`src/rtl/tartaruga_pkg.sv`:
```
`default_nettype none
// ============================================================================
// Module   : tartaruga_pkg
// Purpose  : Shared types and constants for the post-commit store buffer.
//            Provides the default buffer depth, the pointer type, the
//            buffer entry layout and the RV32 store funct3 encodings.
// Ports    : none (package)
// Revision : 1.0 - initial release
// ============================================================================
package tartaruga_pkg;

  // Default number of store buffer entries (power of two, >= 2).
  localparam int SB_SIZE = 4;

  typedef logic [$clog2(SB_SIZE)-1:0] sb_idx_t;

  // One buffered store: word address, lane-aligned data and byte strobe.
  typedef struct packed {
    logic        valid;
    logic [29:0] addr;
    logic [31:0] data;
    logic [3:0]  strb;
  } sb_entry_t;

  // RV32 store funct3 encodings (instr[14:12]).
  localparam logic [2:0] F3_SB = 3'b000;
  localparam logic [2:0] F3_SH = 3'b001;
  localparam logic [2:0] F3_SW = 3'b010;

endpackage
`default_nettype wire

```
`src/rtl/sb_store_align.sv`:
```
`default_nettype none
// ============================================================================
// Module   : sb_store_align
// Purpose  : Combinational store formatter. Turns an RV32 store (funct3,
//            low address bits, raw rs2 data) into lane-shifted data and a
//            4-bit byte strobe, and flags misaligned or non-store encodings.
// Ports    : funct3     in  3   store width encoding
//            addr_lo    in  2   effective address bits [1:0]
//            data       in  32  rs2 data, unshifted
//            data_out   out 32  data shifted into its byte lanes, other lanes 0
//            strb       out 4   byte enables (0 when misaligned)
//            misaligned out 1   store cannot be buffered
// Revision : 1.0 - initial release
// ============================================================================
module sb_store_align
  import tartaruga_pkg::*;
(
  input  logic [2:0]  funct3,
  input  logic [1:0]  addr_lo,
  input  logic [31:0] data,
  output logic [31:0] data_out,
  output logic [3:0]  strb,
  output logic        misaligned
);

  logic [31:0] shifted;
  logic [31:0] lane_mask;

  always_comb begin
    strb       = 4'b0000;
    misaligned = 1'b0;
    case (funct3)
      F3_SB: strb = 4'b0001 << addr_lo;
      F3_SH: begin
        if (addr_lo[0]) misaligned = 1'b1;
        else            strb       = 4'b0011 << addr_lo;
      end
      F3_SW: begin
        if (addr_lo != 2'b00) misaligned = 1'b1;
        else                  strb       = 4'b1111;
      end
      default: misaligned = 1'b1;
    endcase
  end

  assign shifted = data << {addr_lo, 3'b000};

  // Lanes outside the strobe are forced to zero so stale upper bytes of rs2
  // never reach memory or the forwarding path.
  generate
    for (genvar i = 0; i < 4; i++) begin : g_lane
      assign lane_mask[8*i +: 8] = {8{strb[i]}};
    end
  endgenerate

  assign data_out = shifted & lane_mask;

endmodule
`default_nettype wire

```
`src/rtl/store_buffer.sv`:
```
`default_nettype none
// ============================================================================
// Module   : store_buffer
// Purpose  : Post-commit store queue. Accepts committed RV32 stores from the
//            ROB commit port and drains them strictly in order to data memory
//            over a valid/ready write channel. Only reset clears it.
// Config   : `define SB_FWD_EN adds a combinational store-to-load forwarding
//            lookup (fwd_addr_i / fwd_hit_o / fwd_data_o / fwd_strb_o).
// Ports    : clk_i, rstn_i (async, active-low)
//            commit_valid_i/store_i/instr_i/addr_i/data_i  commit beat
//            commit_ready_o   buffer can accept a store this cycle
//            misaligned_o     one-cycle pulse after a rejected store
//            mem_req_valid_o/ready_i/addr_o/data_o/strb_o  write channel
//            count_o, empty_o occupancy
//            fwd_*            forwarding lookup (SB_FWD_EN only)
// Revision : 1.0 - initial release
// ============================================================================
module store_buffer
  import tartaruga_pkg::*;
#(
  parameter int SB_SIZE  = tartaruga_pkg::SB_SIZE,
  parameter int SB_IDX_W = $clog2(SB_SIZE)
) (
  input  logic                clk_i,
  input  logic                rstn_i,
  input  logic                commit_valid_i,
  input  logic                commit_store_i,
  input  logic [31:0]         commit_instr_i,
  input  logic [31:0]         commit_addr_i,
  input  logic [31:0]         commit_data_i,
  output logic                commit_ready_o,
  output logic                misaligned_o,
  output logic                mem_req_valid_o,
  input  logic                mem_req_ready_i,
  output logic [31:0]         mem_req_addr_o,
  output logic [31:0]         mem_req_data_o,
  output logic [3:0]          mem_req_strb_o,
  output logic [SB_IDX_W:0]   count_o,
`ifdef SB_FWD_EN
  input  logic [31:0]         fwd_addr_i,
  output logic                fwd_hit_o,
  output logic [31:0]         fwd_data_o,
  output logic [3:0]          fwd_strb_o,
`endif
  output logic                empty_o
);

  sb_entry_t             entries [SB_SIZE];
  sb_entry_t             head_entry;
  logic [SB_IDX_W-1:0]   head;
  logic [SB_IDX_W-1:0]   tail;
  logic [SB_IDX_W:0]     count;
  logic                  misaligned_q;

  logic [31:0]           al_data;
  logic [3:0]            al_strb;
  logic                  al_mis;

  logic                  store_beat;
  logic                  enq;
  logic                  deq;

  sb_store_align u_align (
    .funct3     (commit_instr_i[14:12]),
    .addr_lo    (commit_addr_i[1:0]),
    .data       (commit_data_i),
    .data_out   (al_data),
    .strb       (al_strb),
    .misaligned (al_mis)
  );

  // Acceptance uses registered occupancy only: a dequeue in the same cycle
  // does not free a slot until the next cycle.
  assign commit_ready_o = (count < (SB_IDX_W+1)'(SB_SIZE));

  // A store beat is consumed only when the buffer is ready; while not ready
  // the ROB holds it, so a misaligned store is reported once, on acceptance.
  assign store_beat = commit_valid_i & commit_store_i & commit_ready_o;
  assign enq        = store_beat & ~al_mis;

  assign head_entry      = entries[head];
  assign mem_req_valid_o = (count != '0);
  assign deq             = mem_req_valid_o & mem_req_ready_i;

  // The request fields come straight from the registered head entry, so they
  // stay stable while the request is stalled.
  assign mem_req_addr_o = mem_req_valid_o ? {head_entry.addr, 2'b00} : 32'h0;
  assign mem_req_data_o = mem_req_valid_o ? head_entry.data : 32'h0;
  assign mem_req_strb_o = mem_req_valid_o ? head_entry.strb : 4'h0;

  assign count_o      = count;
  assign empty_o      = (count == '0);
  assign misaligned_o = misaligned_q;

  always_ff @(posedge clk_i or negedge rstn_i) begin
    if (!rstn_i) begin
      head         <= '0;
      tail         <= '0;
      count        <= '0;
      misaligned_q <= 1'b0;
      for (int i = 0; i < SB_SIZE; i++) begin
        entries[i] <= '0;
      end
    end else begin
      misaligned_q <= store_beat & al_mis;

      // When enqueue and dequeue coincide the buffer is neither empty nor
      // full, so head and tail address different slots.
      if (enq) begin
        entries[tail] <= '{valid: 1'b1,
                           addr:  commit_addr_i[31:2],
                           data:  al_data,
                           strb:  al_strb};
        tail <= tail + 1'b1;
      end
      if (deq) begin
        entries[head].valid <= 1'b0;
        head <= head + 1'b1;
      end

      case ({enq, deq})
        2'b10:   count <= count + 1'b1;
        2'b01:   count <= count - 1'b1;
        default: count <= count;
      endcase
    end
  end

`ifdef SB_FWD_EN
  // Entries reordered oldest-first so the lookup loop lets younger stores
  // overwrite older ones byte by byte.
  sb_entry_t aged [SB_SIZE];

  generate
    for (genvar k = 0; k < SB_SIZE; k++) begin : g_age
      assign aged[k] = entries[head + SB_IDX_W'(k)];
    end
  endgenerate

  always_comb begin
    fwd_data_o = 32'h0;
    fwd_strb_o = 4'h0;
    for (int k = 0; k < SB_SIZE; k++) begin
      if (aged[k].valid && (aged[k].addr == fwd_addr_i[31:2])) begin
        for (int b = 0; b < 4; b++) begin
          if (aged[k].strb[b]) begin
            fwd_data_o[8*b +: 8] = aged[k].data[8*b +: 8];
          end
        end
        fwd_strb_o = fwd_strb_o | aged[k].strb;
      end
    end
  end

  assign fwd_hit_o = |fwd_strb_o;

  logic unused_bits;
  assign unused_bits = ^{commit_instr_i[31:15], commit_instr_i[11:0],
                         head_entry.valid, fwd_addr_i[1:0]};
`else
  logic unused_bits;
  assign unused_bits = ^{commit_instr_i[31:15], commit_instr_i[11:0],
                         head_entry.valid};
`endif

endmodule
`default_nettype wire

```
`config.mk`:
```
export PLATFORM = sky130hd
export DESIGN_NAME = store_buffer
export DESIGN_NICKNAME = d
export VERILOG_FILES = /design/src/rtl/tartaruga_pkg.sv /design/src/rtl/sb_store_align.sv /design/src/rtl/store_buffer.sv
export SDC_FILE = /design/constraint.sdc
export NUM_CORES = 1
export LEC_CHECK = 0
export ABC_AREA = 1
export CAP_MARGIN = 30
export CORE_MARGIN = 2
export CORE_UTILIZATION = 25
export DETAILED_ROUTE_END_ITERATION = 16
export PLACE_DENSITY = 0.39
export SYNTH_ARGS = -nofsm -noshare
export SYNTH_HDL_FRONTEND = slang
export SYNTH_SLANG_ARGS = --single-unit
```
`constraint.sdc`:
```
create_clock -name clk_i -period 4.3 [get_ports clk_i]
set_clock_uncertainty 0.05 [all_clocks]
set_input_delay 0.86 -clock clk_i [delete_from_list [all_inputs] [get_ports clk_i]]
set_output_delay 0.86 -clock clk_i [all_outputs]
set_load 0.01 [all_outputs]
```
==> metrics <==
status complete, no violations; vias in the first global route 13100; Slew headroom between 30% and 40%; CTS tree yes; CTS HTree Levels 2; top cells by area, synth dfrtp_1, nand2_1, o21bai_1; WS Path Type flip-flop to output pin; 1st-pass router iterations 5; clock buffer depth 3; first-pass GRT wire length 81.7 mm; CP Launch Type flip-flop; nets@finish 2215; slowest stage cell on the critical path dfrtp_4; multi-input logic area roughly 6500 um2; cell count after synthesis about 2000; vias about 13000; Cell Rows 90; Fin Setup TNS 0 ns; area of the mapped netlist approximately 15000 um2; CTS sink cnt about 270; GRT Total Usage approximately 17%; commonest non-fill, non-tap cells in the layout nand2_1, inv_1, dfrtp_1; Critical Path, Cell by Cell inv_4 > buf_12 > o21ai_0 > a21oi_1 > clkdlybuf4s50_1; post-CTS sizing 0; post-synthesis register bit count 272; final wirelength roughly 52 mm; Worst Path Arrival 3.14 ns; PortBufs 144; core area between 60000 and 70000 um2; Fill cells 6487; total gr overflow 0; syn avg cell area between 7 and 8 um2; Crit path largest cell delay about 0.66 ns; Placed Instances about 2900; minimum clock period approximately 4.1 ns; max-cap violations 0; vias per inst between 4 and 5; Final Slew Violations 0; FF+latch area 6810 um2; Fin. Hold Viols 0; IO Pins roughly 180; # hold bufs at CTS 0; Tcrit/Tclk final between 90% and 100%; Area growth syn-to-layout 22.3%; Final Non-Filler Cells just under 3000; DP HPWL 29.7 mm; largest net degree at the start of global routing 110; initial DRC count about 850; register area share after synthesis approximately 45%; ANT nets after route 0; CP bufs+invs 3; Critical Path RT 3.39 ns; final number of setup-violating endpoints 0; CTS Buf Count 37; measured slew at the worst slew-check pin 0.919 ns; Initial Util between 20% and 30%; commonest non-fill, non-tap cell in the layout nand2_1; Clock transition at path regs ~0.060 ns; clock root buffer clkbuf_16; Static Leak 0.00862 uW; delay-heaviest family, CP buffers and inverters; HP Class primary input to asynchronous set/reset pin; Pwr per Cell Area ~770 nW/um2; RSZ-0062 raised after global routing no; DRC viols 0; Peak VDD IR about 0.00038 V; crit end category output pin; Syn. warnings 0; DR WL/cell 18.0 um; Yosys top cell by area dfrtp_1; post-CTS setup buffer count 0; Die Width ~250 um; GP Congestion roughly 0.76; # diodes 0; layout cell share with drive strength beyond 1 approximately 5.0%; Die Y around 250 um; Fmax around 250 MHz; insertion delay to the later sink of the worst-skew pair 0.54 ns; Die ar. 62500 um2; initial antenna violation count 0; critical path fanouts, max 63; post-synth top area share 45.0%; post-synthesis cell type count 24
==> through the flow <==
step	power [uW]	setup WS [ns]	area (um2)	util, %	hold WS, ns
final	14300	0.249	18500	30.8	0.351
after global routing	15500	0.0993	18500	30.8	0.412
after CTS	14600	0.172	18500	30.8	0.383
after detailed placement	11500	0.757	17400	28.9	0.503
after global placement	11400	0.754	17400	28.9	0.498
after floorplan	8300	1.57	15100	-	0.495
==> worst paths after layout <==
path	endpoint	slack (ns)	startpoint	cells past startpoint
setup / recovery	mem_req_addr_o[14]	0.25	head[0]	5
hold / removal	asynchronous set/reset pin	0.35	rstn_i	1
setup reg to reg	count_o[1]	1.95	count_o[0]	7
hold reg to reg	count_o[1]	0.51	count_o[1]	2
max in group asynchronous	asynchronous set/reset pin	2.98	rstn_i	2
min in group clk_i	count_o[1]	0.51	count_o[1]	2
==> cell usage after synthesis (all sizes together) <==
cell and count:
nand2 611, inv 315, dfrtp 272, o21bai 264, a21oi 203, o21ai 158, clkbuf 78, buf 68
nor2 27, nand3 13, a21boi 8, ha 5, xor2 4, conb 1, fa 1, nand3b 1
nand4 1, nor3 1, xnor2 1
==> worst reg2reg max path: cells and delay by family (launching register included) <==
kind	cells	cell delay [ns]
adder cells (fa/ha/maj)	2	0.66
flip-flops	1	0.43
buffers and inverters	2	0.53
AO/OA/AOI/OAI	1	0.15
AND/OR/NAND/NOR	2	0.46
==> power breakdown <==
group | switching, uW | total [uW] | internal, uW | leakage, uW
Combinational | 4040 | 7040 | 3000 | 0.00509
Clock | 1190 | 2950 | 1750 | 0.000552
Sequential | 494 | 4290 | 3790 | 0.00297
==> area by class of cell <==
class | count | area share [%]
clock buffers | 54 | 5.73
flip-flops and latches | 272 | 36.8
repair buffers | 182 | 10.3
inverters | 315 | 6.40
clock inverters | 7 | 0.338
multi-input cells | 1300 | 35.1
well taps | 782 | 5.29
==> metal layers <==
| layer | part of all wire (%) | GRT usage [%] | up-vias |
|---|---|---|---|
| met2 | 45 | 27.4 | 233 |
| li1 | - | - | 6501 |
| met1 | 49 | 23.7 | 6240 |
| met4 | 1.7 | 4.26 | 0 |
| met5 | 0 | 0 | - |
| met3 | 3.8 | 2.30 | 63 |
==> kinds of logic after synthesis <==
kind of cell	Yosys count	synth area share, %
AND/OR/NAND/NOR	654	16.5
AO/OA/AOI/OAI	633	25.4
other	1	0.0248
buffers and inverters	461	12.2
flip-flops	272	45.0
XOR/XNOR	5	0.289
adder cells (fa/ha/maj)	6	0.546
Note: power is estimated with default switching activity, not from simulation.
